<file path="config.mk">
export PLATFORM = sky130hd
export DESIGN_NAME = vsbc_ctrl_flat
export DESIGN_NICKNAME = d
export VERILOG_FILES = /design/src/rtl/vsbc_pkg.sv /design/src/rtl/vsbc_ctrl_if.sv /design/src/rtl/vsbc.sv /design/src/rtl/vsbc_ctrl.sv /design/src/flat_wrapper.sv
export SDC_FILE = /design/constraint.sdc
export NUM_CORES = 1
export LEC_CHECK = 0
export ABC_CLOCK_PERIOD_IN_PS = 1200
export CAP_MARGIN = 20
export CORE_UTILIZATION = 24
export DETAILED_ROUTE_END_ITERATION = 12
export SYNTH_ARGS = -nofsm -noshare
export SYNTH_HDL_FRONTEND = slang
export SYNTH_SLANG_ARGS = --single-unit
</file>
<file path="constraint.sdc">
create_clock -name clk -period 1.2 [get_ports clk]
set_input_delay 0.12 -clock clk [delete_from_list [all_inputs] [get_ports clk]]
set_output_delay 0.12 -clock clk [all_outputs]
set_load 0.05 [all_outputs]
</file>
<file path="src/rtl/vsbc_pkg.sv">
// Shared types and helpers for the vsbc run controller.
package vsbc_pkg;

  // Default maximum log2 run length (runs of up to 16 bits).
  localparam int VSBC_LMAX_DEF = 4;

  typedef enum logic [2:0] {
    ST_IDLE,
    ST_CLEAR,
    ST_RUN,
    ST_FLUSH,
    ST_DONE
  } vsbc_ctrl_state_e;

  // True for 1, 2, 4, 8, ...; zero is not a power of two.
  function automatic logic is_pow2(input logic [15:0] v);
    return (v != 16'd0) && ((v & (v - 16'd1)) == 16'd0);
  endfunction

endpackage

</file>
<file path="src/rtl/vsbc_ctrl_if.sv">
// Command, bit-stream and result signals of the vsbc run controller.
interface vsbc_ctrl_if #(
  parameter int W    = 6,
  parameter int TW   = 16,
  parameter int LMAX = 4
);
  localparam int LW = $clog2(LMAX + 1);

  logic          start;
  logic [LW-1:0] len_log2;
  logic [W-1:0]  k_init;
  logic          z_valid;
  logic          z;
  logic          z_last;
  logic          z_ready;
  logic          busy;
  logic          done;
  logic [TW-1:0] result;
  logic [LMAX:0] res_len;
  logic          err;

  modport master (
    output start, len_log2, k_init, z_valid, z, z_last,
    input  z_ready, busy, done, result, res_len, err
  );

  modport slave (
    input  start, len_log2, k_init, z_valid, z, z_last,
    output z_ready, busy, done, result, res_len, err
  );
endinterface

</file>
<file path="src/rtl/vsbc.sv">
// Scaled bitstream counter. Each cycle the accumulator is optionally halved
// (rshift) and then the scale k_init is added if z is set:
//   bz <= (rshift ? bz >> 1 : bz) + (z ? k_init : 0)
// z=0, rshift=0 leaves the state untouched. The scale is held stable by the
// controller for the whole run; the clear (rst_n) zeroes the accumulator.
module vsbc #(
  parameter int W  = 6,
  parameter int TW = 16
) (
  input  logic          clk,
  input  logic          rst_n,
  input  logic [W-1:0]  k_init,
  input  logic          z,
  input  logic          rshift,
  output logic [TW-1:0] bz
);
  logic [TW-1:0] bz_q;

  // Accumulate scaled bits, halving on each scheduled shift.
  always_ff @(posedge clk or negedge rst_n) begin
    if (!rst_n) begin
      bz_q <= '0;
    end else if (rshift || z) begin
      bz_q <= (rshift ? (bz_q >> 1) : bz_q) + (z ? TW'(k_init) : '0);
    end
  end

  assign bz = bz_q;
endmodule

</file>
<file path="src/rtl/vsbc_ctrl.sv">
// Run controller for the vsbc scaled bitstream counter.
// Optional early termination on z_last: define VSBC_CTRL_ET_EN.
//
// state    | meaning
// ---------+-------------------------------------------------------
// ST_IDLE  | waiting for start, no bits accepted
// ST_CLEAR | one-cycle clear of vsbc, beat index reset
// ST_RUN   | accepting bits, rshift at power-of-two beat indices
// ST_FLUSH | final shift (index N), no bit
// ST_DONE  | latch Bz/length/err, raise done next cycle
module vsbc_ctrl
  import vsbc_pkg::*;
#(
  parameter int W    = 6,
  parameter int TW   = 16,
  parameter int LMAX = VSBC_LMAX_DEF
) (
  input  logic       clk,
  input  logic       rst_n,
  vsbc_ctrl_if.slave bus
);
  localparam int LW = $clog2(LMAX + 1);
  localparam int RW = LMAX + 1;

  vsbc_ctrl_state_e state_q, state_d;

  logic [LW-1:0] len_q;
  logic [LW-1:0] len_clamp;
  logic [W-1:0]  k_q;
  logic [RW-1:0] idx_q;
  logic [RW-1:0] n_m1;
  logic          clr_n_q;
  logic          vsbc_rst_n;
  logic          beat_acc;
  logic          et_hit;
  logic          z_in;
  logic          rshift;
  logic [TW-1:0] bz;

  logic          done_q;
  logic [TW-1:0] result_q;
  logic [RW-1:0] res_len_q;
  logic          err_q;

  assign len_clamp = (bus.len_log2 > LW'(LMAX)) ? LW'(LMAX) : bus.len_log2;
  assign n_m1      = (RW'(1) << len_q) - RW'(1);
  assign beat_acc  = (state_q == ST_RUN) && bus.z_valid;

`ifdef VSBC_CTRL_ET_EN
  assign et_hit = bus.z_last;
`else
  assign et_hit = 1'b0;
`endif

  // State register.
  always_ff @(posedge clk or negedge rst_n) begin
    if (!rst_n) state_q <= ST_IDLE;
    else        state_q <= state_d;
  end

  // Next state plus the Z/rshift drive into vsbc; idle cycles are no-ops.
  always_comb begin
    state_d = state_q;
    z_in    = 1'b0;
    rshift  = 1'b0;
    case (state_q)
      ST_IDLE: begin
        if (bus.start) state_d = ST_CLEAR;
      end
      ST_CLEAR: begin
        state_d = ST_RUN;
      end
      ST_RUN: begin
        if (beat_acc) begin
          z_in   = bus.z;
          rshift = is_pow2(16'(idx_q));
          if ((idx_q == n_m1) || et_hit) state_d = ST_FLUSH;
        end
      end
      ST_FLUSH: begin
        rshift  = 1'b1;
        state_d = ST_DONE;
      end
      ST_DONE: begin
        state_d = ST_IDLE;
      end
      default: state_d = ST_IDLE;
    endcase
  end

  // Run parameters latched at start and the beat counter.
  always_ff @(posedge clk or negedge rst_n) begin
    if (!rst_n) begin
      len_q <= '0;
      k_q   <= '0;
      idx_q <= '0;
    end else begin
      if (state_q == ST_IDLE && bus.start) begin
        len_q <= len_clamp;
        k_q   <= bus.k_init;
      end
      if (state_q == ST_CLEAR) idx_q <= '0;
      else if (beat_acc)       idx_q <= idx_q + RW'(1);
    end
  end

  // Registered clear, low exactly during the CLEAR cycle so vsbc sees a glitch-free reset.
  always_ff @(posedge clk or negedge rst_n) begin
    if (!rst_n) clr_n_q <= 1'b1;
    else        clr_n_q <= (state_d != ST_CLEAR);
  end

  assign vsbc_rst_n = rst_n & clr_n_q;

  // Result capture; done pulses the cycle after DONE, as the FSM reaches IDLE.
  always_ff @(posedge clk or negedge rst_n) begin
    if (!rst_n) begin
      done_q    <= 1'b0;
      result_q  <= '0;
      res_len_q <= '0;
      err_q     <= 1'b0;
    end else begin
      done_q <= (state_q == ST_DONE);
      if (state_q == ST_DONE) begin
        result_q  <= bz;
        res_len_q <= idx_q;
`ifdef VSBC_CTRL_ET_EN
        err_q     <= ~is_pow2(16'(idx_q));
`else
        err_q     <= 1'b0;
`endif
      end
    end
  end

  assign bus.z_ready = (state_q == ST_RUN);
  assign bus.busy    = (state_q != ST_IDLE);
  assign bus.done    = done_q;
  assign bus.result  = result_q;
  assign bus.res_len = res_len_q;
  assign bus.err     = err_q;

  vsbc #(
    .W  (W),
    .TW (TW)
  ) u_vsbc (
    .clk    (clk),
    .rst_n  (vsbc_rst_n),
    .k_init (k_q),
    .z      (z_in),
    .rshift (rshift),
    .bz     (bz)
  );
endmodule
</file>
<file path="src/flat_wrapper.sv">
// flat-port wrapper written by rule: the top's interface ports become plain ports
module vsbc_ctrl_flat import vsbc_pkg::*;
#(
  parameter int W    = 6,
  parameter int TW   = 16,
  parameter int LMAX = VSBC_LMAX_DEF
)
  (clk, rst_n, bus_start, bus_len_log2, bus_k_init, bus_z_valid, bus_z, bus_z_last, bus_z_ready, bus_busy, bus_done, bus_result, bus_res_len, bus_err);
  vsbc_ctrl_if #(.W(W), .TW(TW), .LMAX(LMAX)) bus_i ();
  input  logic clk;
  input  logic rst_n;
  input wire logic [$bits(bus_i.start)-1:0] bus_start;
  input wire logic [$bits(bus_i.len_log2)-1:0] bus_len_log2;
  input wire logic [$bits(bus_i.k_init)-1:0] bus_k_init;
  input wire logic [$bits(bus_i.z_valid)-1:0] bus_z_valid;
  input wire logic [$bits(bus_i.z)-1:0] bus_z;
  input wire logic [$bits(bus_i.z_last)-1:0] bus_z_last;
  output wire logic [$bits(bus_i.z_ready)-1:0] bus_z_ready;
  output wire logic [$bits(bus_i.busy)-1:0] bus_busy;
  output wire logic [$bits(bus_i.done)-1:0] bus_done;
  output wire logic [$bits(bus_i.result)-1:0] bus_result;
  output wire logic [$bits(bus_i.res_len)-1:0] bus_res_len;
  output wire logic [$bits(bus_i.err)-1:0] bus_err;
  assign bus_i.start = bus_start;
  assign bus_i.len_log2 = bus_len_log2;
  assign bus_i.k_init = bus_k_init;
  assign bus_i.z_valid = bus_z_valid;
  assign bus_i.z = bus_z;
  assign bus_i.z_last = bus_z_last;
  assign bus_z_ready = bus_i.z_ready;
  assign bus_busy = bus_i.busy;
  assign bus_done = bus_i.done;
  assign bus_result = bus_i.result;
  assign bus_res_len = bus_i.res_len;
  assign bus_err = bus_i.err;
  vsbc_ctrl #(.W(W), .TW(TW), .LMAX(LMAX)) u_core (.clk(clk), .rst_n(rst_n), .bus(bus_i));
endmodule
</file>
== After elaboration in Yosys (flattened, before gate mapping) ==
Index checks and enable logic that the tools add are counted.

* $add $sub $neg: 4
* $mul: 0
* Divide/modulo/power cells: 0
* Order comparisons: 1
* Eq/ne operators: 6
* Shift operators: 1
* Muxes and demuxes: 13
* Bitwise logic cells: 2
* Reductions and logical operators: 9

{| class="wikitable"
|+ Operators with widths
! operator !! count
|-
| $add A16 B6 Y16 || 1
|-
| $and A5 B16 Y16 || 1
|-
| $logic_not A16 Y1 || 1
|-
| $mux W16 || 1
|-
| $mux W3 || 4
|-
| $pmux W3 S4 || 1
|-
| $mux W5 || 2
|-
| $eq A3 B2 Y1 const B || 2
|-
| $mux W6 || 1
|-
| $sub A5 B1 Y6 const B || 1
|-
| $add A5 B1 Y5 const B || 1
|-
| $eq A5 B5 Y1 || 1
|-
| $reduce_bool A5 Y1 || 1
|-
| $shl A1 B3 Y5 const A || 1
|-
| $sub A5 B2 Y5 const B || 1
|-
| $eq A3 B1 Y1 const B || 1
|-
| $eq A3 B3 Y1 const B || 1
|-
| $gt A3 B3 Y1 const B || 1
|-
| $logic_and A1 B1 Y1 || 3
|-
| $logic_not A3 Y1 || 1
|-
| $mux W1 || 3
|-
| $ne A3 B1 Y1 const B || 1
|-
| $reduce_bool A3 Y1 || 1
|-
| $pmux W1 S2 || 1
|-
| 3 further kinds || 3
|}

* Flip-flop bits (word level): 56
* Latch bits: 0
* Memory bits (writable): 0
* Bits in read-only memories: 0
* Input bits: 15
* Output and inout bits: 25
* Word-level logic and storage cells: 45
* Memories: 0

== Longest topological paths before layout ==
Gate-level depths: netlist of the first run.

* Depth in word-level cells: 8
* Depth in mapped cells: 18
* Depth with buffers taken out: 16

== Hierarchy ==
Synthesis of the first run repeated with hierarchy kept, for this count alone.

* Cell total of the unflattened synthesis: 274
* Area total of the unflattened synthesis: 3062.9 µm²

{| class="wikitable"
|+ By module, submodules not included
! module !! instances !! cells each !! area an instance (µm²) !! seq. area each (µm²)
|-
| vsbc_ctrl || 1 || 129 || 1707.9 || 1002.2
|-
| vsbc || 1 || 145 || 1355.0 || 400.4
|}

== Worst setup path after synthesis of the first run ==
OpenSTA, ideal clock, no wires.

* Path kind: flip-flop to flip-flop
* Start: register u_core.state_q[2]
* End: register u_core.u_vsbc.bz_q[10] (netlist: u_core.u_vsbc.bz[10])
* Setup time: 0.128 ns
* Arrival: 3.746 ns
* Data required time: 1.072 ns
* Setup slack: -2.674 ns
* Cell stages (with the launch flop): 16
* Path buffers: 2
* Period minus slack after synthesis: 3.874 ns
* Path through: dfrtp_1 > nor3b_2 > and2_1 > buf_4 > a21oi_2 > buf_6 > mux2_2 > ha_1 > fa_1 > a21o_1 > a21oi_1 > o21bai_1 > a21oi_2 > or3b_2 > xor2_1 > mux2i_1

* Word-level cells in the longest chain between the ends: 6
* Elaborated cells between the ends (all ways): 11
* Those cells by class: 1 x add/sub; 2 x eq/ne; 6 x mux; 2 x reduce/logical

{| class="wikitable"
|+ Ends and longest elaborated chain
! element !! line !! text
|-
| start: declaration || vsbc_ctrl.sv:25 || <nowiki>vsbc_ctrl_state_e state_q, state_d;</nowiki>
|-
| start signal: assignment || vsbc_ctrl.sv:58 || <nowiki>else state_q <= state_d;</nowiki>
|-
| $eq A3 B2 Y1 (*) || - ||
|-
| net bus_z_ready || flat_wrapper.sv:18 || <nowiki>output wire logic [$bits(bus_i.z_ready)-1:0] bus_z_ready;</nowiki>
|-
| $logic_and A1 B1 Y1 || vsbc_ctrl.sv:47 || <nowiki>assign beat_acc = (state_q == ST_RUN) && bus.z_valid;</nowiki>
|-
| $mux W1 || vsbc_ctrl.sv:74 || <nowiki>if (beat_acc) begin</nowiki>
|-
| $pmux W1 S2 / $mux W1 (equally long branches) || vsbc_ctrl.sv:66 || <nowiki>case (state_q)</nowiki>
|-
| $mux W16 / $mux W6 (equally long branches) || vsbc.sv:24 || <nowiki>bz_q <= (rshift ? (bz_q >> 1) : bz_q) + (z ? TW'(k_init) : '0);</nowiki>
|-
| $add A16 B6 Y16 || vsbc.sv:24 ||
|-
| end signal: assignment || vsbc.sv:24 ||
|-
| end: declaration || vsbc.sv:17 || <nowiki>logic [TW-1:0] bz_q;</nowiki>
|}

Mark *: on every way through the listed nets, which the timed path passes. The rest lies on a longest branch.
A chain may end at the register's enable or synchronous reset.

== Worst setup path after layout of the first run ==
* Start: register u_core.idx_q[0]
* End: register u_core.u_vsbc.bz_q[14] (netlist: u_core.u_vsbc.bz[14])

* Word-level cells in the longest chain between the ends: 8
* Elaborated cells between the ends (all ways): 10
* Those cells by class: 2 x add/sub; 3 x mux; 1 x bitwise; 4 x reduce/logical

{| class="wikitable"
|+ Ends and longest elaborated chain
! element !! line !! text
|-
| start: declaration || vsbc_ctrl.sv:30 || <nowiki>logic [RW-1:0] idx_q;</nowiki>
|-
| start signal: assignment || vsbc_ctrl.sv:103 || <nowiki>else if (beat_acc) idx_q <= idx_q + RW'(1);</nowiki>
|-
| $sub A5 B1 Y6 || vsbc_pkg.sv:17 || <nowiki>return (v != 16'd0) && ((v & (v - 16'd1)) == 16'd0);</nowiki>
|-
| $and A5 B16 Y16 || vsbc_pkg.sv:17 ||
|-
| $logic_not A16 Y1 || vsbc_pkg.sv:17 ||
|-
| $logic_and A1 B1 Y1 (*) || vsbc_pkg.sv:17 ||
|-
| $mux W1 (*) || vsbc_ctrl.sv:74 ||
|-
| $pmux W1 S2 (*) || vsbc_ctrl.sv:66 ||
|-
| $mux W16 || vsbc.sv:24 ||
|-
| $add A16 B6 Y16 || vsbc.sv:24 ||
|}

Every way passes the cells marked *; elsewhere a longest branch is shown, timed or not.

==> results of run 1 <==
==> worst min-delay path: cells and delay by family <==
kind                   cells  cell delay (ns)
AO/OA/AOI/OAI              1             0.05
AND/OR/NAND/NOR            1             0.07
buffers and inverters      1             0.39
==> cell usage in the layout (no fill, tap or decap), types with 4 or more instances in the layout <==
master,Yosys,layout
xnor2_2,0,4
nand2_1,14,13
buf_12,0,27
xnor2_1,17,13
nand2b_1,5,4
buf_6,2,14
o21ai_1,0,4
mux2i_1,7,7
mux2_2,37,12
and3_1,7,7
mux2_4,0,25
nor2_1,20,18
xor2_1,9,9
buf_4,2,60
o21ai_0,8,4
dfrtp_1,55,52
nand4_1,4,4
clkdlybuf4s50_1,0,12
ha_4,0,4
a21oi_1,13,9
a21oi_4,0,4
clkbuf_16,0,5
==> stage by stage <==
step           power, mW  instances  hold WS, ns
2_1_floorplan       6.26        268       -0.176
3_3_place_gp        8.48        521        0.168
3_5_place_dp        8.60        521        0.169
4_1_cts             10.7        540        0.373
5_1_grt             11.6        547        0.402
6_report            11.0        547        0.380
==> state kept, by name, summed over array words and instances (netlist names) <==
register            flops
u_core.bus.done         1
u_core.clr_n_q          1
u_core.k_q              6
u_core.bus.res_len      5
u_core.len_q            3
u_core.u_vsbc.bz       16
u_core.state_q          3
u_core.bus.result      16
u_core.idx_q            5
==> layout make-up <==
class	count	area, um^2	share of cell area, %
well taps	168	210	4.24
inverters	5	21.3	0.429
clock buffers	8	156	3.15
repair buffers	116	1300	26.2
flip-flops and latches	56	1410	28.4
multi-input cells	194	1860	37.6
==> path summary, 6_finish.rpt <==
path                                 start               endpoint  slack [ns]  depth (start not counted)
max                        u_core.idx_q[0]   u_core.u_vsbc.bz[14]       -2.16                         17
min                        bus_len_log2[0]        u_core.len_q[0]        0.38                          3
max in group asynchronous            rst_n   u_core.u_vsbc.bz[13]        0.46                          4
min in group asynchronous            rst_n  u_core.bus.result[11]        0.41                          3
max reg2reg                u_core.idx_q[0]   u_core.u_vsbc.bz[14]       -2.16                         17
min reg2reg                 u_core.clr_n_q    u_core.u_vsbc.bz[0]        0.49                          2
==> power groups by stage <==
| stage | combinational, mW | sequential (mW) | clock, mW |
|---|---|---|---|
| finish | 6.39 | 3.04 | 1.55 |
| global route | 6.84 | 3.13 | 1.66 |
| CTS | 6.08 | 3.03 | 1.59 |
| detailed placement | 5.55 | 3.06 | 0 |
| global placement | 5.43 | 3.04 | 0 |
| floorplan | 2.68 | 3.58 | 0 |
==> logic make-up (layout without fill, tap and decap cells) <==
kind of cell	Yosys count	count (layout)	synth area share [%]
DFF	56	56	46.6
adders and majority gates	9	9	3.99
and+or+nand+nor	78	78	14.7
buffers and inverters	18	129	3.07
other	1	1	0.124
muxes	44	44	16.2
AOI/OAI and AO/OA	36	36	7.85
xor gates and xnor gates	26	26	7.56
==> layer usage <==
metal	routed length, um	vias up	share of wire (%)	track usage (%)
met5	0	-	0	0
met4	81	0	1.1	3.98
met3	148	5	2.0	1.97
met2	3760	35	51	19.8
met1	3450	1155	46	15.3
li1	-	1157	-	-
==> timing repair <==
| item | in CTS | in global routing |
|---|---|---|
| hold endpoints to repair | 55 | 0 |
| endpoints found under the setup margin | 55 | 55 |
| buffers inserted | 11 | 9 |
| cloned | 1 | 0 |
| resized for setup | 30 | 33 |
| pin swaps | 8 | 17 |
| hold buffers | 1 | 0 |
==> metrics, run 1 <==
Max H-tree Level 2; HPWL Detailed 5090 um; Req. time, crit path 1.37 ns; Int Power 6.83 mW; I/O Buffers 37; drt initial violations 76; Final setup viols 56; row cnt 40; slowest CP cell dfrtp_1; die span in x 114 um; Hold Path Class primary input to flop; via-per-instance ratio 4.30; Die Y 114 um; Worst Setup Start Kind flop; drt wl/cell 13.6 um; register area share after synthesis 46.6%; leakage power 2.20 nW; Core Region 12,100 um^2; unrepaired setup endpoints after global routing true; initial antenna violation count 0; CP Class flop to flop; Sum Neg Setup Slack -42.74 ns; slowest stage delay, CP 0.41 ns; Comb pwr share 58.2%; Top delay family on crit path compound AO/OA/AOI/OAI gates; share of layout cells above drive strength 1 51.5%; Final Max Slew Viols 0; grt total ovfl 0; cell accounting for the most synthesized area dfrtp_1; first-pass GRT wire length 11,900 um; Filler cells 1,165; Fin. Hold Viols 0; Area contributors post-synth dfrtp_1 (46%), mux2_2 (14%), xnor2_1 (4.9%); Final Net Count 402; final core occ 40.9%; count leader, synth dfrtp_1; Period minus WS final 3.36 ns; status finished with violations; clock share of power 14.1%; Synth async-reset ratio 100%; Vias 2,352; worst skew pair latency 0.29 ns; DIE AREA 13,000 um^2; sum of buffers and inverters on the critical path 2; Clock Pin Slew Worst Setup and Hold Paths 0.07 ns; crit path DAT 3.53 ns; PwrDens 2220 nW/um^2; Post-synth top cells dfrtp_1 (55), mux2_2 (37), nor2_1 (20); antenna-violating nets left 0; clk buf depth 2; dpl cell area 4400 um^2; Post-synth EDFFs 0; Final WS setup -2.16 ns; Max Cap Violations 0; Synth cell types 48; TritonCTS clock tree built; Initial Utilization 24.9%; Yosys Warn Count 0; CP dominant cell by count a21oi_4; dpl ws -2.21 ns; drt drc 0; area growth from synthesis to layout 64.5%; Post-Synthesis Cells 268; fmax 298 MHz; I/O pins 40; Netlist Area Pre-Place 3010 um^2; switching power 4.15 mW; largest net degree at the start of global routing 41; ys flop type dfrtp_1; root buffer cell clkbuf_16; CP Cell Sequence inv_4, ha_4, nand2b_4, or3b_4, a21oi_4, a21oi_4, mux2_4, ha_4, fa_2, a21o_1, a21oi_2, o21bai_2, a21oi_4, buf_12, nor4_2, xnor2_1, mux2i_1; period utilization 280%; CTS buffer count 5; Fin Clk Skew 0.00461 ns; diode count 0; total iterations of the first detailed-routing run 4; syn avg cell area 11.2 um^2; gpl congestion 0.803; drt total wl 7440 um; gr usage total 11.8%; top cell type's share of synthesized area 45.7%; Seq cells post-synth 56; Seq pwr share 27.7%; Worst VDD drop 0.00120 V; Crit. End Element flop; switching fraction of total power 37.8%; CP Max Fanout 7; post-route cell area 4960 um^2; syn nets 292; failing checks negative setup slack; vias in the first global route 2,391; CTS Sinks 56
Power figures use the tool's default switching activity.
==> run 2: changes to the inputs <==
--- a/config.mk
+++ b/config.mk
@@ -5,6 +5,7 @@
 export SDC_FILE = /design/constraint.sdc
 export NUM_CORES = 1
 export LEC_CHECK = 0
+export ABC_AREA = 0
 export ABC_CLOCK_PERIOD_IN_PS = 1200
 export CAP_MARGIN = 20
 export CORE_UTILIZATION = 24
==> results of run 2 <==
No change in the layout: final DEF, timing and power equal those of run 1.
==> run 3: changes to the inputs <==
--- a/config.mk
+++ b/config.mk
@@ -8,8 +8,10 @@
 export ABC_AREA = 0
 export ABC_CLOCK_PERIOD_IN_PS = 1200
 export CAP_MARGIN = 20
-export CORE_UTILIZATION = 24
+export CORE_UTILIZATION = 35
+export CTS_CLUSTER_DIAMETER = 40
 export DETAILED_ROUTE_END_ITERATION = 12
+export HOLD_SLACK_MARGIN = 0.05
 export SYNTH_ARGS = -nofsm -noshare
 export SYNTH_HDL_FRONTEND = slang
 export SYNTH_SLANG_ARGS = --single-unit
==> run 3 against run 2 <==
Effect of this change: the run still ends with negative setup slack left; register-to-register slack worse by 0.02 ns; critical path depth down 1; critical path type unchanged; wire length decreased by 2.1%; total power fell by 3.1%; sequential share of layout area increased by 0.69 points; first-iteration DRC count is 11% lower; final area fell by 2.4%; core utilization increased by 18 points; clock power fell by 35%; setup slack worse by 0.025 ns; hold slack lost 0.053 ns.
==> metrics, run 3 (synthesis results as in run 1) <==
failing checks negative setup slack; largest net degree at the start of global routing 41; share of layout cells above drive strength 1 52.4%; crit path DAT 3.58 ns; FF-to-FF setup slack -2.18 ns; DIE AREA 8980 um^2; CP Max Fanout 5; row cnt 33; Final WS setup -2.18 ns; diode count 0; Clock Pin Slew Worst Setup and Hold Paths 0.09 ns; drt initial violations 68; Vias 2,370; CTS Sinks 56; reg2reg path depth 16; TritonCTS clock tree built; Crit. End Element flop; initial antenna violation count 0; Final Max Slew Viols 0; first-pass GRT wire length 12,100 um; Req. time, crit path 1.40 ns; CP Class flop to flop; status finished with violations; commonest non-fill, non-tap cells in the layout buf_4 (57), dfrtp_1 (53), mux2_4 (26), buf_12 (26), nor2_1 (18); CTS buffer count 5; PwrDens 2200 nW/um^2; die span in x 94.8 um; Final setup viols 57; Max H-tree Level 2; Die Y 94.8 um; Fin. Hold Viols 0; dpl cell area 4290 um^2; Core Region 8260 um^2; Fin Clk Skew 0.00568 ns; reg2reg end u_core.u_vsbc.bz[13]; drt wl/cell 15.1 um; I/O Buffers 37; HPWL Detailed 4910 um; Hold Path Class primary input to async pin; gpl congestion 0.812; total iterations of the first detailed-routing run 4; grt total ovfl 0; period utilization 282%; root buffer cell clkbuf_8; worst skew pair latency 0.31 ns; clk buf depth 2; drt total wl 7290 um; Max Cap Violations 0; Final Net Count 402; dpl ws -2.30 ns; unrepaired setup endpoints after global routing true; antenna-violating nets left 0; post-route cell area 4840 um^2; Period minus WS final 3.38 ns; gr usage total 17.6%; Initial Utilization 36.5%; drt drc 0; reg2reg start u_core.idx_q[1]; vias in the first global route 2,449; Worst Setup Start Kind flop; leakage power 2.18 nW; leading cell type in the layout, fill and taps excluded buf_4; fmax 296 MHz; I/O pins 40; area growth from synthesis to layout 60.5%; via-per-instance ratio 4.91; Worst VDD drop 0.00161 V
## run 3: changes by cell type in the layout (fill, tap and decap cells not counted), sizes merged
| cell | before | now |
|---|---|---|
| clkinv | 0 | 1 |
| clkbuf | 8 | 6 |
## run 3: through the flow
stage	setup TNS [ns]	util (%)	hold slack, ns	std cells	power [mW]
3_3_place_gp	-39.14	51.9	0.144	457	8.43
5_1_grt	-45.53	58.6	0.368	483	11.2
4_1_cts	-44.77	57.2	0.352	479	10.4
2_1_floorplan	-37.92	-	-0.176	268	6.26
6_report	-41.83	58.6	0.327	483	10.6
3_5_place_dp	-41.72	51.9	0.139	457	8.54
## run 3: layout make-up
cell class	instances	area [um^2]
fill	667	3420
clock buffer	6	72.6
tap	105	131
sequential	56	1410
timing repair buffer	116	1310
multi-input combinational	194	1890
clock inverter	1	5.00
inverter	5	21.3
## run 3: worst max path at each step
stage,startpoint,end,slack (ns),depth (start not counted)
final,u_core.idx_q[1],u_core.u_vsbc.bz[13],-2.18,16
after global routing,u_core.idx_q[1],u_core.u_vsbc.bz[12],-2.32,17
after CTS,u_core.idx_q[1],u_core.u_vsbc.bz[12],-2.24,17
after detailed placement,u_core.idx_q[0],u_core.u_vsbc.bz[12],-2.30,16
after global placement,u_core.idx_q[1],u_core.u_vsbc.bz[14],-2.12,17
after floorplan,u_core.idx_q[0],u_core.u_vsbc.bz[10],-2.34,18
## run 3: power breakdown
group          total, mW  internal [mW]  switching, mW
Clock               1.00          0.400          0.603
Combinational       6.60           3.59           3.01
Sequential          3.04           2.48          0.561
## run 3: critical path, stage by stage, from the launching register on
cell	delay (ns)
dfrtp_1	0.41
inv_2	0.08
ha_4	0.14
nand2b_4	0.05
or3b_4	0.39
a21oi_4	0.17
a21oi_4	0.09
buf_12	0.14
mux2_4	0.32
ha_4	0.29
a211oi_2	0.06
o21bai_1	0.21
o31a_1	0.26
nand4_1	0.18
mux2i_1	0.16
nand2_1	0.09
o221a_1	0.22
## run 3: repair_timing
| action | 4_1_cts | 5_1_grt |
|---|---|---|
| hold buffers | 1 | 0 |
| resized for setup | 49 | 30 |
| hold endpoints to repair | 56 | 0 |
| setup endpoints to repair | 55 | 57 |
| buffers inserted | 12 | 9 |
| cloned | 2 | 1 |
| pin swaps | 22 | 22 |
## run 3: layer usage
metal / vias to the layer above / part of all wire [%] / GRT usage, %
met1: 1163 / 45 / 23.1
met3: 9 / 2.5 / 2.74
met4: 0 / 1.8 / 4.92
li1: 1154 / - / -
met2: 44 / 50 / 29.9
met5: - / 0 / 0
